==> src/rtl/wb_master_arbiter.sv <==
// wb_master_arbiter
//
// Shares one 8-bit-data / 5-bit-address Wishbone register bus between
// NUM_MASTERS masters (2..4). Every master strobe is latched into a
// per-master slot. The slots are served round-robin, one slave transaction
// at a time. A watchdog completes a transaction with an error if the slave
// never acks.
//
// Ports
//   clk, reset            clock, synchronous active-high reset
//   m_cyc_i/m_stb_i       per-master request (valid when cyc & stb)
//   m_we_i/m_sel_i        per-master write enable / byte select
//   m_adr_i/m_dat_i       packed per-master address (5b) / write data (8b)
//   m_dat_o               read data, shared, held until the next completion
//   m_ack_o/m_err_o       per-master completion / timeout pulses
//   s_cyc_o/s_stb_o       slave strobe, high for a single cycle
//   s_we_o/s_sel_o        slave write enable / byte select
//   s_adr_o/s_dat_o       slave address / write data
//   s_dat_i/s_ack_i       slave read data / ack
//   grant_o               one-hot owner of the current transaction
//   busy_o                high while a transaction is in ISSUE or WAIT
module wb_master_arbiter #(
    parameter int NUM_MASTERS = 2,
    parameter int TIMEOUT     = 255
) (
    input  logic                       clk,
    input  logic                       reset,
    input  logic [NUM_MASTERS-1:0]     m_cyc_i,
    input  logic [NUM_MASTERS-1:0]     m_stb_i,
    input  logic [NUM_MASTERS-1:0]     m_we_i,
    input  logic [NUM_MASTERS-1:0]     m_sel_i,
    input  logic [5*NUM_MASTERS-1:0]   m_adr_i,
    input  logic [8*NUM_MASTERS-1:0]   m_dat_i,
    output logic [7:0]                 m_dat_o,
    output logic [NUM_MASTERS-1:0]     m_ack_o,
    output logic [NUM_MASTERS-1:0]     m_err_o,
    output logic                       s_cyc_o,
    output logic                       s_stb_o,
    output logic                       s_we_o,
    output logic                       s_sel_o,
    output logic [4:0]                 s_adr_o,
    output logic [7:0]                 s_dat_o,
    input  logic [7:0]                 s_dat_i,
    input  logic                       s_ack_i,
    output logic [NUM_MASTERS-1:0]     grant_o,
    output logic                       busy_o
);

    localparam int IDX_W = (NUM_MASTERS > 1) ? $clog2(NUM_MASTERS) : 1;
    localparam logic [IDX_W-1:0] LAST_IDX  = IDX_W'(NUM_MASTERS - 1);
    localparam logic [7:0]       WDOG_LAST = 8'((TIMEOUT > 0) ? TIMEOUT - 1 : 0);

    typedef enum logic [1:0] {
        IDLE,
        ISSUE,
        WAIT
    } state_t;

    state_t                 state;
    logic [NUM_MASTERS-1:0] pending;
    logic                   slot_we  [NUM_MASTERS];
    logic                   slot_sel [NUM_MASTERS];
    logic [4:0]             slot_adr [NUM_MASTERS];
    logic [7:0]             slot_dat [NUM_MASTERS];
    logic [IDX_W-1:0]       last_grant;
    logic [7:0]             wdog;

    logic [NUM_MASTERS-1:0] req;
    logic                   expire;
    logic                   complete;
    logic                   pick_valid;
    logic [IDX_W-1:0]       pick;

    assign req = m_cyc_i & m_stb_i;

    // The watchdog only runs in WAIT, so its first WAIT cycle reads 0 and
    // the expiry cycle lies TIMEOUT cycles after the strobe cycle.
    assign expire   = (TIMEOUT != 0) && (wdog == WDOG_LAST);
    assign complete = ((state == ISSUE) && s_ack_i) ||
                      ((state == WAIT) && (s_ack_i || expire));

    // Round-robin search. Walking the offsets from largest to smallest lets
    // the nearest pending master after last_grant overwrite the others.
    always_comb begin
        pick_valid = 1'b0;
        pick       = last_grant;
        for (int k = NUM_MASTERS; k >= 1; k--) begin
            if (pending[(int'(last_grant) + k) % NUM_MASTERS]) begin
                pick_valid = 1'b1;
                pick       = IDX_W'((int'(last_grant) + k) % NUM_MASTERS);
            end
        end
    end

    // Request capture. grant_o is one-hot of the master being served, so
    // complete & grant_o[i] marks the cycle master i finishes; a strobe in
    // that same cycle re-arms its slot instead of being dropped.
    always_ff @(posedge clk) begin
        if (reset) begin
            pending <= '0;
            for (int i = 0; i < NUM_MASTERS; i++) begin
                slot_we[i]  <= 1'b0;
                slot_sel[i] <= 1'b0;
                slot_adr[i] <= '0;
                slot_dat[i] <= '0;
            end
        end else begin
            for (int i = 0; i < NUM_MASTERS; i++) begin
                if (complete && grant_o[i]) begin
                    pending[i] <= 1'b0;
                end
                if (req[i] && (!pending[i] || (complete && grant_o[i]))) begin
                    pending[i]  <= 1'b1;
                    slot_we[i]  <= m_we_i[i];
                    slot_sel[i] <= m_sel_i[i];
                    slot_adr[i] <= m_adr_i[5*i +: 5];
                    slot_dat[i] <= m_dat_i[8*i +: 8];
                end
            end
        end
    end

    // Transaction FSM with registered bus outputs. After any completion it
    // always returns to IDLE, giving the mandatory one-cycle gap.
    always_ff @(posedge clk) begin
        if (reset) begin
            state      <= IDLE;
            last_grant <= LAST_IDX;
            wdog       <= '0;
            grant_o    <= '0;
            busy_o     <= 1'b0;
            m_ack_o    <= '0;
            m_err_o    <= '0;
            m_dat_o    <= '0;
            s_cyc_o    <= 1'b0;
            s_stb_o    <= 1'b0;
            s_we_o     <= 1'b0;
            s_sel_o    <= 1'b0;
            s_adr_o    <= '0;
            s_dat_o    <= '0;
        end else begin
            m_ack_o <= '0;
            m_err_o <= '0;
            case (state)
                IDLE: begin
                    if (pick_valid) begin
                        s_cyc_o    <= 1'b1;
                        s_stb_o    <= 1'b1;
                        s_we_o     <= slot_we[pick];
                        s_sel_o    <= slot_sel[pick];
                        s_adr_o    <= slot_adr[pick];
                        s_dat_o    <= slot_dat[pick];
                        grant_o    <= NUM_MASTERS'(1) << pick;
                        last_grant <= pick;
                        busy_o     <= 1'b1;
                        state      <= ISSUE;
                    end
                end
                ISSUE: begin
                    s_cyc_o <= 1'b0;
                    s_stb_o <= 1'b0;
                    wdog    <= '0;
                    if (s_ack_i) begin
                        m_ack_o <= grant_o;
                        m_dat_o <= s_dat_i;
                        grant_o <= '0;
                        busy_o  <= 1'b0;
                        state   <= IDLE;
                    end else begin
                        state <= WAIT;
                    end
                end
                WAIT: begin
                    // A late ack on the expiry cycle still counts as success.
                    if (s_ack_i) begin
                        m_ack_o <= grant_o;
                        m_dat_o <= s_dat_i;
                        grant_o <= '0;
                        busy_o  <= 1'b0;
                        state   <= IDLE;
                    end else if (expire) begin
                        m_ack_o <= grant_o;
                        m_err_o <= grant_o;
                        m_dat_o <= 8'hFF;
                        grant_o <= '0;
                        busy_o  <= 1'b0;
                        state   <= IDLE;
                    end else begin
                        wdog <= wdog + 8'd1;
                    end
                end
                default: begin
                    state <= IDLE;
                end
            endcase
        end
    end

endmodule
==> config.mk <==
export PLATFORM = sky130hd
export DESIGN_NAME = wb_master_arbiter
export DESIGN_NICKNAME = d
export VERILOG_FILES = /design/src/rtl/wb_master_arbiter.sv
export SDC_FILE = /design/constraint.sdc
export NUM_CORES = 1
export LEC_CHECK = 0
export ABC_AREA = 1
export CORE_UTILIZATION = 40
export DETAILED_ROUTE_END_ITERATION = 12
export PLACE_DENSITY_LB_ADDON = 0.2
export SKIP_CTS_REPAIR_TIMING = 1
export SLEW_MARGIN = 10
export SYNTH_ARGS = -nofsm -noshare
export SYNTH_HDL_FRONTEND = slang
export SYNTH_SLANG_ARGS = --single-unit
==> constraint.sdc <==
create_clock -name clk -period 1.8 [get_ports clk]
set_input_delay 0.36 -clock clk [delete_from_list [all_inputs] [get_ports clk]]
set_output_delay 0.36 -clock clk [all_outputs]
set_load 0.01 [all_outputs]
== Word-level counts from Yosys, hierarchy flattened ==
Memory sizes are Yosys's and may differ from the RTL's. A register that Yosys moved wholly into a read port is not among the register bits.
Index checks and enable logic that the tools add are counted.
Operators by class
  $add $sub $neg: 3
  $lt $le $gt $ge: 2
  equality and inequality tests: 8
  shift operators: 1
  muxes and demuxes: 55
  bitwise logic cells: 12
  reductions and logical operators: 25
Operator list (count)
  $mux W8: 7
  $pmux W8 S2: 2
  $mux W1: 30
  $mux W2: 9
  $pmux W2 S3: 2
  $mux W5: 2
  $add A8 B1 Y8 const B: 1
  $eq A8 B8 Y1 const B: 1
  $ne A2 B2 Y1 const B: 4
  $or A1 B1 Y1: 8
  $reduce_bool A2 Y1: 4
  $logic_and A1 B1 Y1: 6
  $lt A2 B3 Y1 const B: 2
  $reduce_and A2 Y1: 3
  $reduce_and A3 Y1: 2
  $logic_or A1 B1 Y1: 4
  $pmux W2 S2: 1
  $reduce_and A4 Y1: 1
  $ne A3 B3 Y1 const B: 1
  $pmux W1 S3: 1
  $reduce_bool A3 Y1: 1
  $reduce_or A3 Y1: 1
  $add A1 B1 Y1 const B: 2
  $and A1 B1 Y1 const A: 2
  other kinds (8): 9
Storage, ports and cells
  flip-flop bits (word level): 29
  bits in writable memories: 30
  input port bits: 45
  output and inout bits: 32
  word-level logic and storage cells: 121
  memories: 4
Memories
  slot_dat: depth 2, bits a word 8, read ports 1, clocked after memory_dff 1, wr ports 2, RTL line 64  | logic [7:0] slot_dat [NUM_MASTERS];
  slot_adr: depth 2, bits a word 5, read ports 1, clocked after memory_dff 1, wr ports 2, RTL line 63  | logic [4:0] slot_adr [NUM_MASTERS];
  slot_sel: depth 2, bits a word 1, read ports 1, clocked after memory_dff 1, wr ports 2, RTL line 62  | logic slot_sel [NUM_MASTERS];
  slot_we: depth 2, bits a word 1, read ports 1, clocked after memory_dff 1, wr ports 2, RTL line 61  | logic slot_we [NUM_MASTERS];

== Logic depth before layout (Yosys ltp) ==
Gate-level depths: netlist of run 1.
  depth in word-level cells: 11
  depth in mapped cells: 11
  depth with buffers taken out: 10

== Worst setup path after synthesis of run 1 ==
Ideal clock, no wire load.
  path type: register to register
  start: register wdog[0]
  end: memory slot_adr[1][0], enable pin
  library setup time: 0.366 ns
  data arrival time: 1.666 ns
  required time: 1.434 ns
  path slack: -0.232 ns
  stages on the path, launching flop included: 12
  buffers on the path: 1
  period minus slack after synthesis: 2.032 ns
  path through: dfxtp_1 > inv_1 > ha_1 > inv_1 > nor2_2 > nand3_2 > nand3_2 > nand2_2 > nand2_2 > nand3_4 > buf_6 > nand2_1
RTL lines
  start, declared: RTL line 66  | logic [7:0] wdog;
  start signal, assigned: RTL line 189  | wdog <= wdog + 8'd1;
  end, declared: RTL line 63

==> metrics.csv, run 1 <==
stage;metric;value;unit
cts;cts_buffer_depth;2;
sta;period_share;0.941;
power_and_ir_drop;vdd_ir_drop_max;0.000446;V
sta;drv_slew;0;
yosys;seq_area_frac_synth;0.520;
floorplanning;die_width;94.6;um
sta;finalHoldViolCount;0;
yosys;ys_ff_latch;74;
placed_design;dpl_worst_slack;-0.113;ns
setup_path;critPathMaxFanout;7;
yosys;avgSynthCellArea;9.12;um2
hold_path;worst_hold_path_type;reg -> reg;
cts;htreeDepth;3;
cts;cts_inserted_buffers;9;
cts;cts_tree;yes;
grt;grt_use_total;0.171;
setup_path;crit_arrival;1.90;ns
floorplanning;rows;33;
sta;setup_violations;0;
sta;fin_crit;1.69;ns
floorplanning;ios;77;
floorplanning;coreArea;8260;um2
setup_path;r2r_cells;11;
setup_path;cp-endpoint;slot_adr[0][4];
sta;worst_pin_slew;0.524;ns
cts;clk_latency;0.34;ns
drt;wl_per_cell;12.9;um
final_layout;syn_to_final_growth;39.3;%
sta;clock_skew;0.00789;ns
setup_path;crit-reg2reg-launch;wdog[0];
grt;antenna_found_initial;0;
grt;grt_pass1_wl;11700;um
grt;grt_pass1_vias;2582;
setup_path;crit_required;2.01;ns
final_layout;final_nets;524;
placed_design;dp_hpwl;5260;um
grt;grt_max_degree;22;
yosys;synth.distinct_cells;33;
setup_path;path_class;reg -> reg;
drt;routed_wl;7520;um
yosys;netlist_area;3430;um2
final_layout;fin_cells;584;
floorplanning;fp.dieH;94.6;um
flow_run;maxCapViolations;0;
power_and_ir_drop;power.density;935;nW/um2
sta;fin_ws;0.106;ns
setup_path;end_kind;flip-flop;
drt;drc;0;
setup_path;startpoint_type;flip-flop;
cts;root_buffer;clkbuf_8;
run_status;outcome;finished, final reports clean;
sta;max_freq;590;MHz
power_and_ir_drop;leakage;1.97;nW
hold_path;hold_start;busy_o;
setup_path;r2r_setup_slack;0.11;ns
drt;first_iter_violations;58;
placed_design;place_inst;561;
cts;cts_sinks;74;
final_layout;post-route-util;0.578;
drt;via_count;2781;
final_layout;drive_gt1_frac;0.207;
final_layout;num-fill-cells;721;
placed_design;routabilityCongestion;0.765;
floorplanning;dieArea;8950;um2
grt;overflow;0;
drt;drt_pass1_iterations;4;
final_layout;antenna_cells;0;
yosys;synthCells;376;
drt;ant_nets;0;
yosys;syn_nets;426;
yosys;yosysWarnings;0;
sta;relSlewSlack;0.650;
setup_path;r2r_end;slot_adr[0][4];
placed_design;io_buffers;76;
cts;clk_pin_slew;0.07;ns
drt;vias_per_cell;4.76;
setup_path;critPathLaunch;wdog[0];
floorplanning;start_util;0.415;
-- flip-flops by register name, summed over array words and instances, names as in the netlist --
| signal | count |
|---|---|
| m_err_o | 2 |
| busy_o | 1 |
| m_dat_o | 8 |
| pending | 2 |
| s_we_o | 1 |
| s_stb_o | 1 |
| wdog | 8 |
| slot_sel | 2 |
| s_adr_o | 5 |
| m_ack_o | 2 |
| slot_dat | 16 |
| slot_we | 2 |
| grant_o | 2 |
| s_sel_o | 1 |
| slot_adr | 10 |
| last_grant | 1 |
| state | 2 |
| s_dat_o | 8 |
-- metal layers --
metal,part of all wire,global-route usage,vias up
li1,-,-,1446
met1,0.45,0.207,1258
met2,0.48,0.293,67
met3,0.049,0.0346,10
met4,0.017,0.0758,0
met5,0,0,-
-- logic make-up (layout without fill, tap and decap cells) --
kind of cell    after synthesis  after routing  share of synthesized area
simple gates                120            121                      0.181
compound gates               94             94                      0.173
buf+inv                      82            184                      0.106
flops                        74             74                      0.520
fa+ha+maj                     5              5                     0.0182
xor+xnor                      1              1                    0.00255
-- cell usage in the layout (no fill, tap or decap), types with 4 or more instances in the layout --
| master | instances |
|---|---|
| buf_4 | 19 |
| clkbuf_8 | 10 |
| clkdlybuf4s50_1 | 76 |
| inv_1 | 63 |
| nand2_2 | 6 |
| edfxtp_1 | 30 |
| a21oi_2 | 26 |
| a21oi_1 | 27 |
| o211ai_1 | 15 |
| dfxtp_1 | 38 |
| nand3_1 | 22 |
| o21ai_1 | 9 |
| nand2_1 | 54 |
| dfxtp_2 | 6 |
| o21ai_0 | 13 |
| buf_12 | 5 |
| nor2_1 | 15 |
| nand2_4 | 4 |
| nand4_1 | 4 |
-- synth_stat cells, drive strengths merged --
library cell   n  area [um2]
a21oi         54         349
buf           13         104
nand4          5        46.3
nor3           3        15.0
edfxtp        30         901
o211ai        15         113
dfxtp         44         881
a211oi         1        7.51
or2            1        6.26
a31oi          1        6.26
clkbuf         5        18.8
xnor2          1        8.76
o21ai         22         110
nor2          20         104
ha             5        62.6
inv           64         240
nand3         26         165
nand3b         1        7.51
nand2         64         275
a31o           1        8.76
-- power breakdown --
group	internal (mW)	total (mW)	leakage [nW]	switching [mW]
clock network	0.526	1.11	0.0852	0.586
logic	0.639	1.30	1.21	0.657
registers	1.95	2.06	0.677	0.107
-- final cells by class --
type / instances / area [um2] / share of cell area
Clock buffer: 12 / 145 / 0.0304
Clock inverter: 4 / 17.5 / 0.00367
Inverter: 64 / 240 / 0.0503
Multi-Input combinational cell: 221 / 1370 / 0.287
Sequential cell: 74 / 1790 / 0.375
Tap cell: 105 / 131 / 0.0275
Timing Repair Buffer: 104 / 1080 / 0.226
-- through the flow --
step                      area [um2]  power (mW)  hold slack [ns]  setup TNS, ns
after floorplan                 3440        2.75            0.456              0
after global placement          4440        3.28            0.452          -2.74
after detailed placement        4440        3.31            0.456          -3.70
after CTS                       4600        4.42            0.467              0
after global routing            4780        4.71            0.500        -0.0292
final                           4780        4.46            0.462              0
-- worst max-delay path, cell delays in order, from the launching register on --
cell and delay (ns):
dfxtp_2 0.33, inv_2 0.08, ha_4 0.13, inv_1 0.04, nor2_2 0.09, nand3_2 0.09
nand3_2 0.09, nand2_2 0.06, nand2_2 0.09, nand3_4 0.19, clkbuf_16 0.25, a21oi_2 0.11
-- how the worst min path moves through the flow --
stage / endpoint / slack (ns) / cells after the start
after floorplan: state[0] / 0.46 / 2
after global placement: busy_o / 0.45 / 2
after detailed placement: busy_o / 0.46 / 2
after CTS: busy_o / 0.47 / 2
after global routing: m_dat_o[6] / 0.50 / 2
final: busy_o / 0.46 / 2
(Power assumes the default switching activity.)
==> inputs of run 2 (changes only) <==
Settings changed: GPL_ROUTABILITY_DRIVEN set to 0, MAX_ROUTING_LAYER set to met4.
==> run 2 against run 1 <==
  * Final cell count is the same
  * Flip-flop and latch count is the same
  * Highest routed layer unchanged
  * Design area is the same
  * Critical endpoint unchanged
  * Critical path type unchanged
==> metrics.csv, run 2 (same netlist as run 1, synthesis figures left out) <==
stage;metric;value;unit
run_status;outcome;finished, final reports clean;
setup_path;path_class;reg -> reg;
sta;finalHoldViolCount;0;
floorplanning;coreArea;8260;um2
setup_path;path_cells;inv_2, ha_4, inv_1, nor2_2, nand3_2, nand3_2, nand2_2, nand2_2, nand3_4, clkbuf_16, a21oi_2;
setup_path;end_kind;flip-flop;
floorplanning;start_util;0.415;
final_layout;mostFrequentLayoutCell;clkdlybuf4s50_1;
drt;top_layer_used;met4;
drt;drt_pass1_iterations;5;
sta;drv_slew;0;
grt;overflow;0;
hold_path;worst_hold_path_type;reg -> reg;
grt;grt_use_total;0.176;
floorplanning;die_width;94.6;um
final_layout;largest-register;slot_dat;
flow_run;maxCapViolations;0;
cts;cts_tree;yes;
final_layout;syn_to_final_growth;39.3;%
cts;root_buffer;clkbuf_8;
grt;antenna_found_initial;0;
sta;fin_crit;1.70;ns
floorplanning;dieArea;8950;um2
sta;relSlewSlack;0.648;
sta;setup_violations;0;
setup_path;r2r_setup_slack;0.10;ns
floorplanning;ios;77;
drt;wl_per_cell;12.9;um
drt;drc;0;
drt;first_iter_violations;61;
setup_path;critPathMaxFanout;7;
grt;grt_pass1_vias;2584;
floorplanning;rows;33;
final_layout;num-fill-cells;721;
drt;route.met3.wl;378;um
final_layout;fin_cells;584;
power_and_ir_drop;vdd_ir_drop_max;0.000446;V
cts;cts_buffer_depth;2;
setup_path;startpoint_type;flip-flop;
setup_path;max_stage_delay;0.33;ns
setup_path;crit_required;2.01;ns
final_layout;antenna_cells;0;
grt;grt_pass1_wl;11700;um
final_layout;final_nets;524;
placed_design;dp_hpwl;5260;um
drt;vias_per_cell;4.77;
hold_path;hold_depth;2;
cts;clk_pin_slew;0.07;ns
sta;worst_pin_slew;0.527;ns
final_layout;largest_register_ffs;16;
drt;via_count;2784;
drt;ant_nets;0;
power_and_ir_drop;power.density;935;nW/um2
cts;cts_inserted_buffers;9;
setup_path;cp_top_family;simple AND/OR/NAND/NOR gates;
setup_path;r2r_cells;11;
final_layout;layout_common_cells;clkdlybuf4s50_1 (76), inv_1 (63), nand2_1 (54);
final_layout;drive_gt1_frac;0.207;
placed_design;place_inst;561;
grt;grt_max_degree;22;
sta;max_freq;588;MHz
power_and_ir_drop;power;4.47;mW
drt;wl_met2;3680;um
placed_design;io_buffers;76;
power_and_ir_drop;leakage;1.97;nW
cts;clk_latency;0.34;ns
drt;routed_wl;7540;um
cts;cts_sinks;74;
drt;wl_met1;3390;um
setup_path;cp_slowest_cell;dfxtp_2;
cts;htreeDepth;3;
final_layout;largest_registers;slot_dat (16), slot_adr (10);
final_layout;post-route-util;0.578;
setup_path;crit_arrival;1.91;ns
setup_path;critical_path_depth;11;
floorplanning;fp.dieH;94.6;um
sta;period_share;0.944;
sta;clock_skew;0.00848;ns
setup_path;cp_num_buf_inv;3;
run 2: worst paths after layout:
| kind | startpoint | endpoint |
|---|---|---|
| min | busy_o | busy_o |
| max | wdog[0] | slot_adr[0][4] |
| max reg2reg | wdog[0] | slot_adr[0][4] |
| min reg2reg | busy_o | busy_o |
run 2: per-layer routing:
layer | vias up | global-route usage
met5 | - | -
met4 | 0 | 0.0758
met3 | 9 | 0.0346
met2 | 70 | 0.293
met1 | 1261 | 0.207
li1 | 1444 | -
run 2: metrics by stage:
| stage | instance area [um2] | worst slack, ns | hold slack (ns) | setup TNS (ns) |
|---|---|---|---|---|
| after floorplan | 3440 | 0.0251 | 0.456 | 0 |
| after global placement | 4440 | -0.0885 | 0.452 | -2.74 |
| after detailed placement | 4440 | -0.113 | 0.456 | -3.70 |
| after CTS | 4600 | 0.0393 | 0.467 | 0 |
| after global routing | 4780 | -0.00760 | 0.500 | -0.0289 |
| final | 4780 | 0.101 | 0.462 | 0 |
run 2: final cells by class:
type                            count  area (um2)  share of cell area
Tap cell                          105         131              0.0275
Clock buffer                       12         145              0.0304
Inverter                           64         240              0.0503
Timing Repair Buffer              104        1080               0.226
Clock inverter                      4        17.5             0.00367
Sequential cell                    74        1790               0.375
Multi-Input combinational cell    221        1370               0.287
run 2: where the power goes:
part	total, mW	leakage (nW)	internal (mW)	switching, mW
Sequential	2.06	0.677	1.95	0.107
Clock	1.11	0.0852	0.526	0.589
Combinational	1.30	1.21	0.639	0.658
run 2: worst reg2reg max path: cells and delay by family, from the launching register on:
kind                     cells  cell delay, ns
buffers and inverters        3            0.37
flip-flops                   1            0.33
adder cells (fa/ha/maj)      1            0.13
AND/OR/NAND/NOR              6            0.62
AO/OA/AOI/OAI                1            0.11
==> inputs of run 3 (changes only) <==
Settings changed: SKIP_LAST_GASP set to 1.
==> results of run 3 <==
The final DEF is identical to that of run 2; final timing and power are the same.
